--- config.mk ---
export PLATFORM = sky130hd
export DESIGN_NAME = sync_fifo_ctrl_flat
export DESIGN_NICKNAME = d
export VERILOG_FILES = /design/src/rtl/sync_fifo_ctrl_if.sv /design/src/rtl/sync_fifo_ctrl.sv /design/src/flat_wrapper.sv
export SDC_FILE = /design/constraint.sdc
export NUM_CORES = 1
export LEC_CHECK = 0
export ABC_CLOCK_PERIOD_IN_PS = 4000
export CORE_UTILIZATION = 25
export CTS_BUF_LIST = sky130_fd_sc_hd__clkbuf_16
export DETAILED_ROUTE_END_ITERATION = 16
export PLACE_DENSITY_LB_ADDON = 0.1
export SYNTH_ARGS = -nofsm -noshare
export SYNTH_HDL_FRONTEND = slang
export SYNTH_SLANG_ARGS = --single-unit
--- constraint.sdc ---
create_clock -name clK -period 4 [get_ports clK]
set_input_delay 0.6 -clock clK [delete_from_list [all_inputs] [get_ports clK]]
set_output_delay 0.6 -clock clK [all_outputs]
set_load 0.01 [all_outputs]
--- src/rtl/sync_fifo_ctrl_if.sv ---
// rtl/sync_fifo_ctrl_if.sv - handshake, status and RAM-port bundle for sync_fifo_ctrl
// master: controller side; slave: producer/consumer/RAM side.
interface sync_fifo_ctrl_if #(
    parameter int DATA = 16,
    parameter int ADDR = 5
);
    logic            in_valid;
    logic [DATA-1:0] in_data;
    logic            in_ready;
    logic            out_valid;
    logic            out_ready;
    logic [DATA-1:0] out_data;
    logic [ADDR:0]   level;
    logic            ovf;
    logic            ram_a_wr;
    logic [ADDR-1:0] ram_a_addr;
    logic [DATA-1:0] ram_a_wdata;
    logic [ADDR-1:0] ram_b_addr;
    logic [DATA-1:0] ram_b_rdata;

    modport master (
        input  in_valid, in_data, out_ready, ram_b_rdata,
        output in_ready, out_valid, out_data, level, ovf,
               ram_a_wr, ram_a_addr, ram_a_wdata, ram_b_addr
    );

    modport slave (
        output in_valid, in_data, out_ready, ram_b_rdata,
        input  in_ready, out_valid, out_data, level, ovf,
               ram_a_wr, ram_a_addr, ram_a_wdata, ram_b_addr
    );
endinterface

--- src/rtl/sync_fifo_ctrl.sv ---
// rtl/sync_fifo_ctrl.sv - synchronous FIFO controller around an external dual-port RAM
// Port B has one cycle of read latency, so the read address runs one word ahead on a pop.
module sync_fifo_ctrl #(
    parameter int DATA = 16,
    parameter int ADDR = 5
) (
    input  logic             clK,
    input  logic             rst,
    sync_fifo_ctrl_if.master bus
);
    localparam int            LW    = ADDR + 1;
    localparam logic [ADDR:0] DEPTH = {1'b1, {ADDR{1'b0}}};

    logic [ADDR-1:0] r_wr_ptr;
    logic [ADDR-1:0] r_rd_ptr;
    logic [ADDR:0]   r_level;
    logic            r_out_valid;
    logic            r_ovf;

    logic            w_full;
    logic            w_push;
    logic            w_pop;
    logic [ADDR:0]   w_level_less_pop;
    logic [DATA-1:0] w_wdata;

    assign w_full           = (r_level == DEPTH);
    assign w_push           = bus.in_valid && !w_full;
    assign w_pop            = r_out_valid && bus.out_ready;
    assign w_level_less_pop = r_level - LW'(w_pop);
    assign w_wdata          = bus.in_data;

    assign bus.in_ready    = !w_full;
    assign bus.out_valid   = r_out_valid;
    assign bus.out_data    = bus.ram_b_rdata;
    assign bus.level       = r_level;
    assign bus.ovf         = r_ovf;
    assign bus.ram_a_wr    = w_push;
    assign bus.ram_a_addr  = r_wr_ptr;
    assign bus.ram_a_wdata = w_wdata;
    // Re-read the head while it is held so out_data stays put under backpressure.
    assign bus.ram_b_addr  = w_pop ? r_rd_ptr + ADDR'(1'b1) : r_rd_ptr;

    always_ff @(posedge clK) begin
        if (rst) begin
            r_wr_ptr    <= '0;
            r_rd_ptr    <= '0;
            r_level     <= '0;
            r_out_valid <= 1'b0;
            r_ovf       <= 1'b0;
        end else begin
            if (w_push) begin
                r_wr_ptr <= r_wr_ptr + ADDR'(1'b1);
            end
            if (w_pop) begin
                r_rd_ptr <= r_rd_ptr + ADDR'(1'b1);
            end
            r_level <= w_level_less_pop + LW'(w_push);
            // A word written at this edge is not yet readable, so it must not raise out_valid.
            r_out_valid <= (w_level_less_pop != '0);
            if (bus.in_valid && w_full) begin
                r_ovf <= 1'b1;
            end
        end
    end
endmodule

--- src/flat_wrapper.sv ---
// flat-port wrapper written by rule: the top's interface ports become plain ports
module sync_fifo_ctrl_flat 
#(
    parameter int DATA = 16,
    parameter int ADDR = 5
)
  (clK, rst, bus_in_valid, bus_in_data, bus_out_ready, bus_ram_b_rdata, bus_in_ready, bus_out_valid, bus_out_data, bus_level, bus_ovf, bus_ram_a_wr, bus_ram_a_addr, bus_ram_a_wdata, bus_ram_b_addr);
  sync_fifo_ctrl_if #(.DATA(DATA), .ADDR(ADDR)) bus_i ();
  input  logic clK;
  input  logic rst;
  input wire logic [$bits(bus_i.in_valid)-1:0] bus_in_valid;
  input wire logic [$bits(bus_i.in_data)-1:0] bus_in_data;
  input wire logic [$bits(bus_i.out_ready)-1:0] bus_out_ready;
  input wire logic [$bits(bus_i.ram_b_rdata)-1:0] bus_ram_b_rdata;
  output wire logic [$bits(bus_i.in_ready)-1:0] bus_in_ready;
  output wire logic [$bits(bus_i.out_valid)-1:0] bus_out_valid;
  output wire logic [$bits(bus_i.out_data)-1:0] bus_out_data;
  output wire logic [$bits(bus_i.level)-1:0] bus_level;
  output wire logic [$bits(bus_i.ovf)-1:0] bus_ovf;
  output wire logic [$bits(bus_i.ram_a_wr)-1:0] bus_ram_a_wr;
  output wire logic [$bits(bus_i.ram_a_addr)-1:0] bus_ram_a_addr;
  output wire logic [$bits(bus_i.ram_a_wdata)-1:0] bus_ram_a_wdata;
  output wire logic [$bits(bus_i.ram_b_addr)-1:0] bus_ram_b_addr;
  assign bus_i.in_valid = bus_in_valid;
  assign bus_i.in_data = bus_in_data;
  assign bus_i.out_ready = bus_out_ready;
  assign bus_i.ram_b_rdata = bus_ram_b_rdata;
  assign bus_in_ready = bus_i.in_ready;
  assign bus_out_valid = bus_i.out_valid;
  assign bus_out_data = bus_i.out_data;
  assign bus_level = bus_i.level;
  assign bus_ovf = bus_i.ovf;
  assign bus_ram_a_wr = bus_i.ram_a_wr;
  assign bus_ram_a_addr = bus_i.ram_a_addr;
  assign bus_ram_a_wdata = bus_i.ram_a_wdata;
  assign bus_ram_b_addr = bus_i.ram_b_addr;
  sync_fifo_ctrl #(.DATA(DATA), .ADDR(ADDR)) u_core (.clK(clK), .rst(rst), .bus(bus_i));
endmodule
==> summary by stage <==
Clocking
The H-tree depth is 1. The post-CTS setup buffer count is 0. The count of hold buffers inserted by post-cts repair is 0. After clock tree synthesis, the repair step resized 0 gates.

The count of clock tree sinks is 18. The TritonCTS clock tree is yes. The maximum clock insertion buffer count is 2. The clock edge transition at the registers on the reported setup and hold paths is 50 ps. The clock root buffer is sky130_fd_sc_hd__clkbuf_16.

The latest clock arrival within the worst-skew pair is 250 ps. The total clock buffers created by CTS is 3.

Pwr
Across the VDD grid, the largest voltage drop is 0.0002223 V. The part of the total power dissipated in the clock network is 21.9%. For this design the ratio of total power to cell area is 662.2 mW/mm2. The analysis attributes to cell leakage a power of 0.5362 nW.

The internal power summed over all cells is 587.4 uW. The power share of the sequential group is 32.3%. The combinational share of power is 45.9%. The switching power summed over all nets is 343.1 uW. The switching share of power is 36.87%.

Placement
Routability-driven placement finished with a final weighted congestion of 0.7083. The total cell area at the placement stage is 0.001326 mm2. The detailed placer's ending HPWL is 1810 um.

The quantity of I/O buffers inserted on ports is 23.

Timing
For the final routed database, the setup TNS stands at 0 ps. At the pin with the least slew margin, the transition time is 775.3 ps. The final critical path takes up 67.86% of the cycle. Based on the critical path, the design can be clocked at up to 368.4 MHz. Measured against its own limit, the worst slew margin works out to 48.15%. The final-report max-slew violation count came to 0. The clock period could shrink to 2714 ps. For the final database, setup skew stands at 3.182 ps.

Setup repair after global routing left no endpoint under its margin. The final hold violation count is 0. Setup violations remaining at the end of the flow were counted as 0.

Synth
The top-area cell type share of the netlist area is 28.10%. Of the synthesized area, sequential elements account for 28.10%. In this run, synthesis inferred 0 flip-flops with an integrated enable. The most used flip-flop cell after synthesis is sky130_fd_sc_hd__dfxtp_1.

In the post-synthesis netlist, the biggest area contributors are sky130_fd_sc_hd__dfxtp_1 (28%), sky130_fd_sc_hd__buf_4 (19%), sky130_fd_sc_hd__ha_1 (5.9%). The cell area after synthesis is 0.001282 mm2. A synthesized cell averages 8.665 um2. After synthesis the netlist holds a flip-flop and latch count of 18. The share of flip-flops with an asynchronous set or reset is 0%. The net count after synthesis is 190. The biggest area contributor in the post-synthesis netlist is sky130_fd_sc_hd__dfxtp_1. The count of synthesis-stage warnings from yosys is 0. The number of instances in the synthesized netlist is 148. Synthesis instantiated 34 different standard cells from the library.

Drt
Wires add up to 2542 um. The mean number of vias per cell is 4.302. In this run, the number of DRC markers left after iteration 0 of detailed routing was 21. After detailed routing, the average wire length per cell comes to 12.40 um.

The total DRC errors in the routed layout is 0. The pre-antenna-repair detailed-routing pass consisted of 4 iterations. The vias after detailed routing is 882. The remaining antenna violation count after routing is 0.

Cells and area
The post-layout utilization of the core is 29.17%. The layout has 532 filler cells. After the last flow step, the layout net total stands at 181. In the final layout, the share of cells above drive strength 1 is 7.246%. The post-route cell area is 0.001405 mm2. The number of antenna cells inserted is 0. Compared with the post-synthesis result, the final layout area differs by 9.561%.

Critical path
The cell at the slowest stage of the critical path is sky130_fd_sc_hd__clkdlybuf4s50_1. The startpoint-to-endpoint class of the critical path is input port to output pin. Traced cell by cell, the critical path runs through clkdlybuf4s50_1, and3_1, nand3_1, xnor2_1, clkdlybuf4s50_1. STA classifies the critical path endpoint as an output pin.

The largest single stage delay on the critical path is 560 ps. The highest fanout seen on the critical path is 3. The depth of the worst register-to-register path is 8. STA puts the critical path data required time at 3400 ps. The data arrival at the endpoint of the critical path is 2110 ps.

The startpoint kind of the worst setup timing path is an input port. The cell that appears most often on the critical path is sky130_fd_sc_hd__clkdlybuf4s50_1.

GRT
The met2 routing resource usage after global routing is 15.39%. In the global route stage, overall resource usage came out at 10.23%. The layer flagged by global routing as most heavily used is met2. The met1 global-route usage is 12.38%. The largest net degree at the start of global routing is 20.

Global routing finished with a remaining overflow of 0. The initial antenna violation count was 0. In the global route stage, met3 resource usage came out at 1.920%. The via count of the first global-routing pass is 852. The first global-routing pass estimated 4105 um of wire.

Die
The die is 73.63 um wide. The die covers 0.005421 mm2. Measured along the y axis, the die boundary spans 73.63 um. The total area inside the core boundary comes to 0.004817 mm2. The row count is 25.

The top-level port count is 88. For this configuration, the core starts out at a cell density of 26.62%.

Hold path
The worst hold-check path type is flop to flop. The number of cells traversed by the worst hold path is 2.

Job
The tool flagged a number of max-cap violations equal to 0.

Outcome
The flow ran to the end, and the final reports show no timing, DRC or antenna violations.
-- cells in the mapped netlist (5+ instances only) --
| cell | n |
|---|---|
| sky130_fd_sc_hd__nand3_1 | 6 |
| sky130_fd_sc_hd__a21oi_1 | 5 |
| sky130_fd_sc_hd__nor2b_1 | 10 |
| sky130_fd_sc_hd__dfxtp_1 | 18 |
| sky130_fd_sc_hd__buf_4 | 33 |
| sky130_fd_sc_hd__ha_1 | 6 |
| sky130_fd_sc_hd__xnor2_1 | 7 |
| sky130_fd_sc_hd__nand2_1 | 5 |
| sky130_fd_sc_hd__inv_1 | 6 |
| sky130_fd_sc_hd__nor2_1 | 13 |
| sky130_fd_sc_hd__xor2_1 | 5 |
-- metrics by stage --
stage	worst slack (ps)	cells	total power, mW	hold slack (ps)
2_1_floorplan	1672	148	0.6172	502.2
3_3_place_gp	1132	201	0.7327	454.7
3_5_place_dp	1071	201	0.7312	474.2
4_1_cts	1279	205	0.9437	487.4
5_1_grt	1160	205	1.007	533.7
6_report	1286	205	0.9305	475.2
-- final cells by class --
| class | instances | area [um2] | area share [%] |
|---|---|---|---|
| multi-input cells | 87 | 629.4 | 44.79 |
| flip-flops and latches | 18 | 360.3 | 25.65 |
| repair buffers | 23 | 230.2 | 16.38 |
| well taps | 67 | 83.83 | 5.966 |
| clock buffers | 3 | 75.07 | 5.343 |
| inverters | 6 | 22.52 | 1.603 |
| clock inverters | 1 | 3.754 | 0.2671 |
-- path summary, 6_finish.rpt --
check | start | end | slack [ps]
min | u_core.bus.ovf$_SDFFE_PP0P_ | u_core.bus.ovf$_SDFFE_PP0P_ | 480
max | bus_out_ready | bus_ram_b_addr[3] | 1290
max reg2reg | u_core.bus.level[2]$_SDFF_PP0_ | u_core.bus.level[4]$_SDFF_PP0_ | 1650
min reg2reg | u_core.bus.ovf$_SDFFE_PP0P_ | u_core.bus.ovf$_SDFFE_PP0P_ | 480
-- state kept, by name (all words and copies together) (netlist names) --
signal / flops
u_core.bus.ovf: 1
u_core.bus.out_valid: 1
u_core.bus.level: 6
u_core.r_rd_ptr: 5
u_core.bus.ram_a_addr: 5
-- layout by cell type (no fill, tap or decap), drive strengths merged, types with 3 or more instances in the layout --
cell,Yosys,final
xnor2,7,7
o21ai,5,5
nand2,5,5
clkbuf,3,3
nor2b,10,10
nor2,13,13
or3,3,3
nand3,6,6
xor2,5,5
mux2i,3,3
dfxtp,18,18
mux2,3,3
a21oi,5,5
inv,6,6
ha,6,6
clkdlybuf4s50,0,23
-- layer usage --
metal  vias up  routed length (um)
met3        16                 122
met5         -                   0
met4         0                 102
li1        438                   -
met2        31                1145
met1       397                1172
-- cell families (layout without fill, tap and decap cells) --
group                    after synthesis  count (layout)  synth area share (%)
AND/OR/NAND/NOR                       47              47                 21.27
flip-flops                            18              18                 28.10
XOR/XNOR                              12              12                 8.195
AO/OA/AOI/OAI                         16              16                 8.487
multiplexers                           6               6                 5.268
adder cells (fa/ha/maj)                6               6                 5.854
buffers and inverters                 43              33                 22.83
-- power by group through the flow --
stage               Clock [mW]  Combinational (mW)  Sequential [mW]
global placement             0               0.427            0.306
floorplan                    0               0.333            0.284
finish                   0.203               0.427            0.300
global route             0.219               0.477            0.312
CTS                      0.211               0.430            0.302
detailed placement           0               0.425            0.306
-- worst max-delay path, delay by kind of cell --
family / cells / cell delay (ps)
AND/OR/NAND/NOR: 2 / 270
buffers and inverters: 2 / 1050
XOR/XNOR: 1 / 180
Power figures use the tool's default switching activity.
